File: src/rtl/frame_rx.sv
// Serial frame receiver: UART-style byte framing feeding a
// header/payload/checksum packet decoder with link-up timeout.
module frame_rx #(
    parameter int unsigned TIMEOUT_BITS = 1024
) (
    input  logic        i_clk,
    input  logic        i_res_n,
    input  logic        i_RecoveryData,
    input  logic        i_DataEn,
    output logic [15:0] o_Data,
    output logic        o_DataValid,
    output logic        o_ErrStrb,
    output logic [7:0]  o_ErrCnt,
    output logic        o_LinkUp
);

    localparam logic [1:0] ST_IDLE   = 2'd0;
    localparam logic [1:0] ST_DATA   = 2'd1;
    localparam logic [1:0] ST_PARITY = 2'd2;
    localparam logic [1:0] ST_STOP   = 2'd3;

    localparam logic [1:0] PK_HDR = 2'd0;
    localparam logic [1:0] PK_PL0 = 2'd1;
    localparam logic [1:0] PK_PL1 = 2'd2;
    localparam logic [1:0] PK_CHK = 2'd3;

    localparam logic [7:0]  HDR_BYTE = 8'hA5;
    localparam logic [15:0] TIMEOUT  = 16'(TIMEOUT_BITS);

    logic [1:0]  byteState;
    logic [2:0]  bitCnt;
    logic [7:0]  shiftReg;
    logic        parityBit;
    logic        byteGood;
    logic        byteBad;

    logic [1:0]  pktState;
    logic [7:0]  pl0;
    logic [7:0]  pl1;
    logic        chkMatch;
    logic        pktOk;
    logic        pktErr;

    logic [15:0] tmoCnt;
    logic [15:0] tmoNext;

    // Byte level: one step per enabled bit, event pulse the cycle after stop.
    always_ff @(posedge i_clk or negedge i_res_n) begin
        if (!i_res_n) begin
            byteState <= ST_IDLE;
            bitCnt    <= 3'd0;
            shiftReg  <= 8'h00;
            parityBit <= 1'b0;
            byteGood  <= 1'b0;
            byteBad   <= 1'b0;
        end else begin
            byteGood <= 1'b0;
            byteBad  <= 1'b0;
            if (i_DataEn) begin
                case (byteState)
                    ST_IDLE: begin
                        if (!i_RecoveryData) begin
                            byteState <= ST_DATA;
                            bitCnt    <= 3'd0;
                        end
                    end
                    ST_DATA: begin
                        shiftReg <= {i_RecoveryData, shiftReg[7:1]};
                        bitCnt   <= bitCnt + 3'd1;
                        if (bitCnt == 3'd7) begin
                            byteState <= ST_PARITY;
                        end
                    end
                    ST_PARITY: begin
                        parityBit <= i_RecoveryData;
                        byteState <= ST_STOP;
                    end
                    default: begin
                        if (i_RecoveryData && !(^{shiftReg, parityBit})) begin
                            byteGood <= 1'b1;
                        end else begin
                            byteBad <= 1'b1;
                        end
                        byteState <= ST_IDLE;
                    end
                endcase
            end
        end
    end

    assign chkMatch = (shiftReg == (pl0 ^ pl1));
    assign pktOk    = byteGood && (pktState == PK_CHK) && chkMatch;
    assign pktErr   = byteBad || (byteGood && (pktState == PK_CHK) && !chkMatch);

    always_ff @(posedge i_clk or negedge i_res_n) begin
        if (!i_res_n) begin
            pktState    <= PK_HDR;
            pl0         <= 8'h00;
            pl1         <= 8'h00;
            o_Data      <= 16'h0000;
            o_DataValid <= 1'b0;
            o_ErrStrb   <= 1'b0;
            o_ErrCnt    <= 8'h00;
        end else begin
            o_DataValid <= pktOk;
            o_ErrStrb   <= pktErr;
            if (pktOk) begin
                o_Data <= {pl1, pl0};
            end
            if (pktErr && (o_ErrCnt != 8'hFF)) begin
                o_ErrCnt <= o_ErrCnt + 8'd1;
            end
            if (byteBad) begin
                pktState <= PK_HDR;
            end else if (byteGood) begin
                case (pktState)
                    PK_HDR: begin
                        if (shiftReg == HDR_BYTE) begin
                            pktState <= PK_PL0;
                        end
                    end
                    PK_PL0: begin
                        pl0      <= shiftReg;
                        pktState <= PK_PL1;
                    end
                    PK_PL1: begin
                        pl1      <= shiftReg;
                        pktState <= PK_CHK;
                    end
                    default: pktState <= PK_HDR;
                endcase
            end
        end
    end

    assign tmoNext = tmoCnt + 16'd1;

    // A packet landing on the timeout edge keeps the link up.
    always_ff @(posedge i_clk or negedge i_res_n) begin
        if (!i_res_n) begin
            tmoCnt   <= 16'd0;
            o_LinkUp <= 1'b0;
        end else if (pktOk) begin
            tmoCnt   <= 16'd0;
            o_LinkUp <= 1'b1;
        end else if (i_DataEn && o_LinkUp) begin
            tmoCnt <= tmoNext;
            if (tmoNext == TIMEOUT) begin
                o_LinkUp <= 1'b0;
            end
        end
    end

endmodule

File: config.mk
export PLATFORM = sky130hd
export DESIGN_NAME = frame_rx
export DESIGN_NICKNAME = d
export VERILOG_FILES = /design/src/rtl/frame_rx.sv
export SDC_FILE = /design/constraint.sdc
export NUM_CORES = 1
export LEC_CHECK = 0
export BUFFER_PORTS_ARGS = -buffer_cell sky130_fd_sc_hd__buf_2
export CORE_ASPECT_RATIO = 0.5
export CORE_MARGIN = 8
export CORE_UTILIZATION = 30
export DETAILED_ROUTE_END_ITERATION = 8
export PLACE_DENSITY = 0.46
export SYNTH_ARGS = -nofsm -noshare
export SYNTH_HDL_FRONTEND = slang
export SYNTH_SLANG_ARGS = --single-unit
export TNS_END_PERCENT = 10
File: constraint.sdc
create_clock -name i_clk -period 4.65 [get_ports i_clk]
set_input_delay 0.6975 -clock i_clk [delete_from_list [all_inputs] [get_ports i_clk]]
set_output_delay 0.6975 -clock i_clk [all_outputs]
set_load 0.005 [all_outputs]
After elaboration in Yosys (flattened, before gate mapping)
Cells that the tools add are included.

storage, ports and cells
  bits in registers = 77
  input port bits = 4
  output and inout bits = 27
  word-level logic and storage cells = 78

operators by class
  add/subtract/negate cells = 3
  equal/unequal tests = 13
  muxes and demuxes = 20
  bitwise gates (word level) = 2
  reductions and logical operators = 25

operator list
  cell                   number
  $mux 16                2
  $add 16x1->16 const B  1
  $eq 16x11->1 const B   1
  $pmux 2 s3             2
  $reduce_and 3->1       4
  $mux 2                 5
  $mux 1                 9
  $reduce_xor 9->1       1
  $add 8x1->8 const B    1
  $eq 8x8->1             1
  $eq 8x8->1 const B     1
  $ne 8x8->1 const B     1
  $reduce_and 2->1       4
  $reduce_bool 2->1      4
  $xor 8x8->8            1
  $eq 2x2->1 const B     3
  $logic_and 1x1->1      6
  $pmux 3 s2             1
  $eq 2x1->1 const B     2
  $logic_not 2->1        2
  $ne 2x2->1 const B     2
  $add 3x1->3 const B    1
  $eq 3x3->1 const B     1
  $mux 3                 1
  other kinds (5)        6

Logic depth before layout (Yosys ltp)
Gate-level depths: netlist of the first run.

  depth in word-level cells = 6
  depth in mapped cells = 8
  depth with buffers taken out = 7

Worst setup path before layout of the first run
No wires, ideal clock.

  kind = input port to flip-flop
  start point = in i_DataEn
  end point = reg byteState[1]
  setup time = 125 ps
  arrival time = 1774 ps
  path slack = 2751 ps
  cell stages on the path = 4
  buffers on the path = 1
  cell sequence = clkbuf_1 -> a21boi_0 -> o21ai_0 -> mux2_2

on the way
  cells in the longest elaborated chain, start to end = 1

RTL lines
  what                               line  RTL
  start, declared                    9     input logic i_DataEn,
  $reduce_and 3->1 (no source line)  n/a
  end signal, assigned               50    byteState <= ST_IDLE;
  end signal, assigned               63    byteState <= ST_DATA;
  end signal, assigned               71    byteState <= ST_PARITY;
  end, declared                      30    logic [1:0] byteState;

No other way between the ends.
A chain may end at the register's enable or synchronous reset.

Worst setup path after layout of the first run
  start point = reg pl1[5]
  end point = reg o_Data[1]

on the way
  cells in the longest elaborated chain, start to end = 3

RTL lines
  what                    line  RTL
  start, declared         39    logic [7:0] pl1;
  start signal, assigned  127   pl1 <= shiftReg;
  $xor 8x8->8             91    assign chkMatch = (shiftReg == (pl0 ^ pl1));
  $eq 8x8->1              91
  $logic_and 1x1->1       92    assign pktOk = byteGood && (pktState == PK_CHK) && chkMatch;
  end signal, assigned    108   o_Data <= {pl1, pl0};
  end, declared           10    output logic [15:0] o_Data,

No other way between the ends.

==> flow_metrics.env, run 1 <==
export IMPL_grt_pass1_vias=2692
export IMPL_clkTransAtPathRegs_ns=0.06
export IMPL_synthTopCellsByArea="dfrtp_1 50%, mux2_2 9.1%, ha_1 4.3%, xnor3_1 4.1%, xnor2_1 3.4%"
export IMPL_fillers=1269
export IMPL_start_kind="flip-flop"
export IMPL_wl_per_cell_um=14.7
export IMPL_grt_overflow=0
export IMPL_skew_ns=0.00786
export IMPL_drtAntennaViolNets=0
export IMPL_crit_arrival_ns=2.87
export IMPL_grt_pass1_wl_mm=13.5
export IMPL_power_density_nw_per_um2=472
export IMPL_hold_end="o_Data[15]$_DFFE_PN0N_"
export IMPL_place_congestion=0.796
export IMPL_hpwl_mm=5.40
export IMPL_wl_mm=7.77
export IMPL_seqCellArea_um2=1930
export IMPL_swShare=0.283
export IMPL_vias=2454
export IMPL_tightest_slew_ns=1.08
export IMPL_r2r_start="pl1[5]$_DFFE_PN0P_"
export IMPL_area_growth_pct=17.9
export IMPL_drc=0
export IMPL_ys_ff_latch=77
export IMPL_vdd_drop_max_v=0.000183
export IMPL_drt_iter0_drc=111
export IMPL_ctsHoldBuffers=0
export IMPL_crit_chain="xnor3_1 -> nand4_4 -> nor3_4 -> buf_4 -> mux2_1"
export IMPL_start_util=0.304
export IMPL_crit_path_top_delay_cell="nor3_4"
export IMPL_dr_pass1_iters=4
export IMPL_antenna_cells=0
export IMPL_drive_gt1_frac=0.252
export IMPL_critPathKind="reg2reg"
export IMPL_synth_top_cell_area_share=0.505
export IMPL_ff2ff_path_depth=5
export IMPL_r2r_slack_ns=1.99
export IMPL_fin_nets=369
export IMPL_fin_hold_ws_ns=0.485
export IMPL_synth_edff_count=0
export IMPL_end_kind="flip-flop"
export IMPL_status="complete, no violations"
export IMPL_crit_fanout=24
export IMPL_syn_nets=333
export IMPL_p_clk_frac=0.372
export IMPL_clock_latency_ns=0.33
export IMPL_min_period_ns=2.66
export IMPL_yosys_warnings=0
export IMPL_dp_slack_ns=1.95
export IMPL_grt_antenna_before_repair=0
export IMPL_critPathRequiredTime_ns=4.86
export IMPL_placed_cell_area_um2=4160
export IMPL_ioPinCount=31
export IMPL_p_int_mw=1.52
export IMPL_min_from="o_Data[15]$_DFFE_PN0N_"
export IMPL_fin_tns_setup_ns=0
export IMPL_post_cts_resized=0
export IMPL_clockBufferDepth=2
export IMPL_grt_max_degree=78
export IMPL_io_buffers=30
export IMPL_timing_final_ws_setup_ns=1.99
export IMPL_period_share=0.572
export IMPL_rsz0062_at_grt="false"
export IMPL_maxSlewViolCount=0
export IMPL_cts_sinks=77
export IMPL_final_cell_area_um2=4500
export IMPL_power_leakage_nw=2.18
export IMPL_numCtsBuffers=9
export IMPL_yosys_area_top_type="dfrtp_1"
export IMPL_seqPwrFrac=0.405
export IMPL_grtUsageTotal=0.101
export IMPL_num_rows=29
export IMPL_cts_root_buf="clkbuf_16"
export IMPL_ys_types=49
export IMPL_avgSynthCellArea_um2=12.1
export IMPL_slew_headroom=0.275
export IMPL_maxCapViolations=0
export IMPL_synth_cells=316
export IMPL_dieWidth_um=176
export IMPL_syn_area_um2=3820
export IMPL_switching_power_uw=600
export IMPL_async_flop_share=1.00
export IMPL_setup_viol=0
export IMPL_multiInputGateArea_um2=1830
export IMPL_synth_flop_cell="dfrtp_1"
export IMPL_fmax_ghz=0.376
export IMPL_r2r_end="o_Data[1]$_DFFE_PN0N_"
export IMPL_cts_tree="yes"
export IMPL_htreeDepth=3
export IMPL_whs_path_depth=1
export IMPL_finalHoldViolations=0
export IMPL_die_area_um2=16800
export IMPL_coreArea_um2=12600
export IMPL_hp_class="reg2reg"
export IMPL_cts_setup_buffers=0
export IMPL_die_h_um=95.8
export IMPL_vias_per_cell=4.66
export IMPL_critical_path_max_stage_delay_ns=0.89
export IMPL_yosysSeqAreaShare=0.505
export IMPL_p_comb_frac=0.223
-- placed cells by master, fill, tap and decap left out, types with 9 or more instances in the layout --
cell type  instances
mux2_1            11
clkbuf_16          9
mux2_2            31
nor3_1             9
xnor2_1           15
nand2_1           27
ha_1              13
dfrtp_1           77
buf_2             29
nand3_1           12
nor2_1            30
xor2_1            14
-- kinds of logic after synthesis --
kind of cell | count (synthesis) | share of synthesized area
buffers and inverters | 14 | 0.0170
AOI/OAI and AO/OA | 27 | 0.0495
muxes | 44 | 0.130
DFF | 77 | 0.505
adders and majority gates | 13 | 0.0426
xor gates and xnor gates | 37 | 0.114
and+or+nand+nor | 104 | 0.142
-- synth_stat cells (2+ instances only) --
master and number:
a21oi_1 7, a32o_1 2, and3_1 6, buf_4 3, clkbuf_1 2, dfrtp_1 77
ha_1 13, inv_1 8, mux2_1 11, mux2_2 31, nand2_1 27, nand3_1 12
nand4_1 4, nor2_1 30, nor3_1 9, o21ai_0 6, o31ai_1 2, or3_1 2
xnor2_1 15, xnor3_1 7, xor2_1 14
-- routing by layer --
layer / GRT usage / vias to the layer above / routed length, um / share of wire
met5: 0 / - / 0 / 0
met4: 0.0406 / 0 / 114 / 0.015
met3: 0.0290 / 9 / 249 / 0.032
met2: 0.172 / 35 / 3820 / 0.49
met1: 0.121 / 1229 / 3590 / 0.46
li1: - / 1181 / - / -
-- flip-flops by register name (all words and copies together), names as in the netlist --
| signal | flops |
|---|---|
| o_ErrStrb | 1 |
| o_LinkUp | 1 |
| bitCnt | 3 |
| tmoCnt | 16 |
| o_Data | 16 |
| byteState | 2 |
| o_ErrCnt | 8 |
| o_DataValid | 1 |
| byteGood | 1 |
| pktState | 2 |
| parityBit | 1 |
| pl1 | 8 |
| pl0 | 8 |
| byteBad | 1 |
| shiftReg | 8 |
-- power by group through the flow --
stage / combinational [mW] / sequential, mW / clock [mW]
global placement: 0.467 / 0.864 / 0
CTS: 0.485 / 0.862 / 0.819
detailed placement: 0.481 / 0.874 / 0
global route: 0.535 / 0.877 / 0.845
finish: 0.473 / 0.861 / 0.791
floorplan: 0.379 / 0.842 / 0
-- area by class of cell --
class                   count  share of cell area
clock buffers              13              0.0623
flip-flops and latches     77               0.428
inverters                   8             0.00667
well taps                 170              0.0472
repair buffers             31              0.0356
multi-input cells         225               0.406
clock inverters             3              0.0145
-- per-stage QoR --
| step | utilization | std cells | power [mW] |
|---|---|---|---|
| after floorplan | - | 316 | 1.22 |
| after detailed placement | 0.331 | 511 | 1.35 |
| after CTS | 0.359 | 527 | 2.17 |
| final | 0.359 | 527 | 2.12 |
| after global routing | 0.359 | 527 | 2.26 |
| after global placement | 0.331 | 511 | 1.33 |
-- critical path: cells and delay by family (launching register included) --
kind          cells  cell delay (ns)
mux               1             0.33
xor+xnor          1             0.45
flops             1             0.39
simple gates      2             1.03
buf+inv           1             0.33
-- how the worst max path moves through the flow --
stage                            start                        to  slack, ns  depth (start not counted)
4_1_cts             pl1[5]$_DFFE_PN0P_     o_Data[1]$_DFFE_PN0N_       1.92                          5
6_report            pl1[5]$_DFFE_PN0P_     o_Data[1]$_DFFE_PN0N_       1.99                          5
5_1_grt        shiftReg[7]$_DFFE_PN0P_     o_Data[9]$_DFFE_PN0N_       1.79                          5
3_5_place_dp        pl1[5]$_DFFE_PN0P_     o_Data[1]$_DFFE_PN0N_       1.95                          5
2_1_floorplan                 i_DataEn  byteState[1]$_DFFE_PN0P_       2.75                          4
3_3_place_gp        pl1[5]$_DFFE_PN0P_     o_Data[8]$_DFFE_PN0N_       2.01                          5
No activity file was read; power rests on OpenSTA's default activity.
==> inputs of run 2 (changes only) <==
- PLACE_DENSITY: 0.46 -> 0.47
- clock period: 4.65 -> 2.41 ns (I/O delays scaled with it)
==> flow_metrics.env, run 2 (same netlist as run 1, synthesis figures left out) <==
export IMPL_placed_cells=516
export IMPL_grt_pass1_vias=2644
export IMPL_wl_per_cell_um=14.8
export IMPL_whs_path_depth=2
export IMPL_hp_class="in2reg"
export IMPL_multiInputGateArea_um2=1830
export IMPL_end_kind="flip-flop"
export IMPL_final_cell_mix="77 x dfrtp_1, 31 x mux2_2, 30 x nor2_1"
export IMPL_post_cts_resized=0
export IMPL_status="complete, no violations"
export IMPL_fin_tns_setup_ns=0
export IMPL_cts_setup_buffers=0
export IMPL_drt_iter0_drc=106
export IMPL_r2r_start="shiftReg[7]$_DFFE_PN0P_"
export IMPL_grt_max_degree=47
export IMPL_fin_nets=375
export IMPL_fillers=1251
export IMPL_skew_ns=0.00736
export IMPL_grt_antenna_before_repair=0
export IMPL_wl_mm=7.85
export IMPL_final_common_cell="dfrtp_1"
export IMPL_grt_overflow=0
export IMPL_start_kind="flip-flop"
export IMPL_fin_hold_ws_ns=0.290
export IMPL_grt_pass1_wl_mm=13.6
export IMPL_drive_gt1_frac=0.260
export IMPL_critical_path_max_stage_delay_ns=0.46
export IMPL_crit_path_top_delay_cell="dfrtp_1"
export IMPL_power_leakage_nw=2.18
export IMPL_vdd_drop_max_v=0.000376
export IMPL_io_buffers=30
export IMPL_maxCapViolations=0
export IMPL_die_h_um=95.8
export IMPL_vias=2481
export IMPL_hold_end="byteBad$_DFF_PN0_"
export IMPL_period_share=0.836
export IMPL_power_density_nw_per_um2=865
export IMPL_antenna_cells=0
export IMPL_critPathRequiredTime_ns=2.63
export IMPL_die_area_um2=16800
export IMPL_cts_tree="yes"
export IMPL_clkTransAtPathRegs_ns=0.06
export IMPL_seqCellArea_um2=1930
export IMPL_min_period_ns=2.02
export IMPL_finalNonFillerCells=532
export IMPL_numCtsBuffers=9
export IMPL_dieWidth_um=176
export IMPL_clock_latency_ns=0.33
export IMPL_r2r_slack_ns=0.39
export IMPL_finalHoldViolations=0
export IMPL_hpwl_mm=5.54
export IMPL_tightest_slew_ns=0.480
export IMPL_ioPinCount=31
export IMPL_start_util=0.304
export IMPL_setup_viol=0
export IMPL_place_congestion=0.778
export IMPL_grtUsageTotal=0.101
export IMPL_coreArea_um2=12600
export IMPL_maxSlewViolCount=0
export IMPL_ff2ff_path_depth=5
export IMPL_rsz0062_at_grt="false"
export IMPL_slew_headroom=0.677
export IMPL_top_regs="o_Data: 16 flops, tmoCnt: 16 flops"
export IMPL_r2r_end="o_Data[10]$_DFFE_PN0N_"
export IMPL_drc=0
export IMPL_cts_sinks=77
export IMPL_crit_fanout=25
export IMPL_min_from="i_RecoveryData"
export IMPL_fmax_ghz=0.496
export IMPL_dr_pass1_iters=4
export IMPL_num_rows=29
export IMPL_drtAntennaViolNets=0
export IMPL_clockBufferDepth=2
export IMPL_critPathKind="reg2reg"
export IMPL_vias_per_cell=4.66
export IMPL_htreeDepth=3
export IMPL_crit_chain="xnor3_1 -> nand4_2 -> nor3_4 -> buf_4 -> mux2_2"
export IMPL_crit_arrival_ns=2.23
export IMPL_cts_root_buf="clkbuf_16"
export IMPL_area_growth_pct=17.9
run 2: power by group:
part	internal [mW]	total, mW	switching, mW	leakage, nW
clock	0.774	1.29	0.517	0.137
sequential	1.45	1.64	0.190	1.05
combinational	0.508	0.971	0.462	0.990
run 2: cell type report:
cell class	instances	area share
clock buffers	12	0.0592
clock inverters	3	0.00445
inverters	8	0.00667
multi-input cells	225	0.406
flip-flops and latches	77	0.428
well taps	170	0.0472
repair buffers	37	0.0489
run 2: what timing repair did:
item                                    in CTS  in global routing
hold buffers                                 1                  0
endpoints found under the setup margin       0                  0
endpoints found under the hold margin       31                  0
run 2: worst max-delay path by stage:
stage	to	cells after the start	slack (ns)	start
4_1_cts	o_Data[10]$_DFFE_PN0N_	5	0.37	shiftReg[7]$_DFFE_PN0P_
3_3_place_gp	o_Data[10]$_DFFE_PN0N_	5	0.42	pl1[5]$_DFFE_PN0P_
3_5_place_dp	o_Data[10]$_DFFE_PN0N_	5	0.39	shiftReg[7]$_DFFE_PN0P_
6_report	o_Data[10]$_DFFE_PN0N_	5	0.39	shiftReg[7]$_DFFE_PN0P_
5_1_grt	o_Data[10]$_DFFE_PN0N_	5	0.26	shiftReg[7]$_DFFE_PN0P_
2_1_floorplan	o_Data[0]$_DFFE_PN0N_	5	0.55	shiftReg[7]$_DFFE_PN0P_
run 2: layer usage:
layer / wire length, um / track usage / part of all wire / up-vias
li1: - / - / - / 1188
met1: 3790 / 0.128 / 0.48 / 1251
met2: 3680 / 0.163 / 0.47 / 31
met3: 237 / 0.0274 / 0.030 / 11
met4: 138 / 0.0441 / 0.018 / 0
met5: 0 / 0 / 0 / -
run 2: critical path, delay by kind of cell, from the launching register on:
family | cells | cell delay (ns)
buf+inv | 1 | 0.32
mux | 1 | 0.37
simple gates | 2 | 0.33
xor+xnor | 1 | 0.42
flops | 1 | 0.46
run 2: through the flow:
| step | setup WS, ns | util | area (um2) | power (mW) |
|---|---|---|---|---|
| 3_5_place_dp | 0.391 | 0.335 | 4210 | 2.65 |
| 2_1_floorplan | 0.552 | - | 3820 | 2.36 |
| 4_1_cts | 0.375 | 0.359 | 4500 | 3.97 |
| 3_3_place_gp | 0.423 | 0.335 | 4210 | 2.62 |
| 6_report | 0.395 | 0.359 | 4500 | 3.90 |
| 5_1_grt | 0.258 | 0.359 | 4500 | 4.14 |
==> inputs of run 3 (changes only) <==
- PLACE_DENSITY: 0.47 -> 0.46
- clock period: 2.41 -> 1.9 ns (I/O delays scaled with it)
==> flow_metrics.env, run 3 (same netlist as run 1, synthesis figures left out) <==
export IMPL_status="complete, no violations"
export IMPL_grt_pass1_vias=2690
export IMPL_final_util=0.368
export IMPL_final_common_cell="dfrtp_1"
export IMPL_cts_setup_buffers=0
export IMPL_crit_arrival_ns=2.05
export IMPL_end_kind="flip-flop"
export IMPL_drtAntennaViolNets=0
export IMPL_placed_cells=529
export IMPL_setup_viol=0
export IMPL_multiInputGateArea_um2=1840
export IMPL_hp_class="in2reg"
export IMPL_rsz0062_at_grt="true"
export IMPL_finalNonFillerCells=546
export IMPL_hpwl_mm=5.90
export IMPL_critical_path_max_stage_delay_ns=0.44
export IMPL_cts_tree="yes"
export IMPL_clkTransAtPathRegs_ns=0.06
export IMPL_num_rows=29
export IMPL_skew_ns=0.00648
export IMPL_ioPinCount=31
export IMPL_slew_headroom=0.625
export IMPL_area_growth_pct=21.0
export IMPL_top_regs="o_Data: 16 flops, tmoCnt: 16 flops"
export IMPL_numCtsBuffers=9
export IMPL_p_comb_frac=0.262
export IMPL_dieWidth_um=176
export IMPL_switching_power_mw=1.52
export IMPL_coreArea_um2=12600
export IMPL_vias=2514
export IMPL_p_clk_frac=0.320
export IMPL_crit_path_top_delay_cell="xnor3_1"
export IMPL_clockBufferDepth=2
export IMPL_wl_per_cell_um=14.7
export IMPL_htreeDepth=3
export IMPL_fmax_ghz=0.543
export IMPL_power_density_nw_per_um2=1070
export IMPL_grt_pass1_wl_mm=13.9
export IMPL_cts_root_buf="clkbuf_16"
export IMPL_min_period_ns=1.84
export IMPL_p_int_mw=3.42
export IMPL_wl_mm=8.05
export IMPL_grt_overflow=0
export IMPL_clock_latency_ns=0.33
export IMPL_vias_per_cell=4.60
export IMPL_drt_iter0_drc=86
export IMPL_dr_pass1_iters=4
export IMPL_io_buffers=30
export IMPL_grt_antenna_before_repair=0
export IMPL_vdd_drop_max_v=0.000457
export IMPL_crit_chain="xnor3_1 -> nand4_4 -> nor3_4 -> buf_12 -> mux2_2"
export IMPL_grtUsageTotal=0.105
export IMPL_seqPwrFrac=0.418
export IMPL_antenna_cells=0
export IMPL_critPathKind="reg2reg"
export IMPL_period_share=0.969
export IMPL_seqCellArea_um2=1930
export IMPL_cts_sinks=77
export IMPL_start_util=0.304
export IMPL_power_leakage_nw=2.24
export IMPL_maxCapViolations=0
export IMPL_finalHoldViolations=0
export IMPL_final_cell_mix="76 x dfrtp_1, 31 x mux2_2, 30 x nor2_1"
export IMPL_swShare=0.308
export IMPL_drive_gt1_frac=0.298
export IMPL_start_kind="flip-flop"
export IMPL_crit_fanout=15
export IMPL_grt_max_degree=44
export IMPL_drc=0
export IMPL_die_h_um=95.8
export IMPL_tightest_slew_ns=0.563
export IMPL_place_congestion=0.809
export IMPL_critPathRequiredTime_ns=2.11
export IMPL_fillers=1268
export IMPL_die_area_um2=16800
export IMPL_maxSlewViolCount=0
export IMPL_fin_nets=388
-- run 3: cell types whose count changed in the layout (fill, tap and decap cells not counted), sizes merged --
cell,previous run,this run
buf,36,49
clkbuf,12,11
clkinv,1,2
clkinvlp,2,3
-- run 3: worst paths after layout --
check	cells past startpoint	startpoint	end	slack, ns
min in group asynchronous	2	i_res_n	pl0[7]$_DFFE_PN0P_	0.50
worst max register to register	5	pl1[1]$_DFFE_PN0P_	o_Data[12]$_DFFE_PN0N_	0.06
max in group asynchronous	3	i_res_n	tmoCnt[0]$_DFFE_PN0P_	0.79
worst min-delay path	2	i_RecoveryData	byteBad$_DFF_PN0_	0.20
worst max-delay path	5	pl1[1]$_DFFE_PN0P_	o_Data[12]$_DFFE_PN0N_	0.06
worst min register to register	1	o_Data[3]$_DFFE_PN0N_	o_Data[3]$_DFFE_PN0N_	0.48
-- run 3: final cells by class --
| class | instances | area share |
|---|---|---|
| clock inverter | 5 | 0.00785 |
| timing repair buffer | 50 | 0.0715 |
| clock buffer | 11 | 0.0525 |
| multi-input combinational | 225 | 0.398 |
| inverter | 8 | 0.00650 |
| tap | 170 | 0.0460 |
| sequential | 77 | 0.417 |
-- run 3: worst max-delay path: cells and delay by family (launching register included) --
kind	cells	cell delay, ns
buf+inv	1	0.19
flops	1	0.40
xor+xnor	1	0.44
mux	1	0.34
simple gates	2	0.36
-- run 3: layer usage --
metal,vias up,routed length [um],GRT usage,share of wire
li1,1218,-,-,-
met1,1262,3890,0.129,0.48
met2,25,3850,0.178,0.48
met3,9,196,0.0270,0.024
met4,0,110,0.0399,0.014
met5,-,0,0,0
-- run 3: power by group through the flow --
| stage | logic (mW) | registers, mW | clock network [mW] |
|---|---|---|---|
| global route | 1.44 | 2.10 | 1.71 |
| CTS | 1.34 | 2.07 | 1.64 |
| detailed placement | 1.32 | 2.10 | 0 |
| finish | 1.30 | 2.07 | 1.58 |
| global placement | 1.28 | 2.09 | 0 |
| floorplan | 0.928 | 2.06 | 0 |
-- run 3: stage by stage --
stage / hold slack (ns) / setup TNS [ns] / setup slack (ns) / cell area, um2 / total power, mW
floorplan: -0.0106 / 0 / 0.0420 / 3820 / 2.99
global placement: 0.314 / 0 / 0.0715 / 4320 / 3.37
detailed placement: 0.333 / 0 / 0.0207 / 4320 / 3.42
CTS: 0.190 / 0 / 0.00681 / 4610 / 5.04
global route: 0.196 / -0.324 / -0.0268 / 4620 / 5.26
finish: 0.203 / 0 / 0.0591 / 4620 / 4.95
-- run 3: what timing repair did --
action	4_1_cts	5_1_grt
endpoints found under the hold margin	41	0
resized for setup	0	5
setup endpoints to repair	0	38
hold buffers	1	0
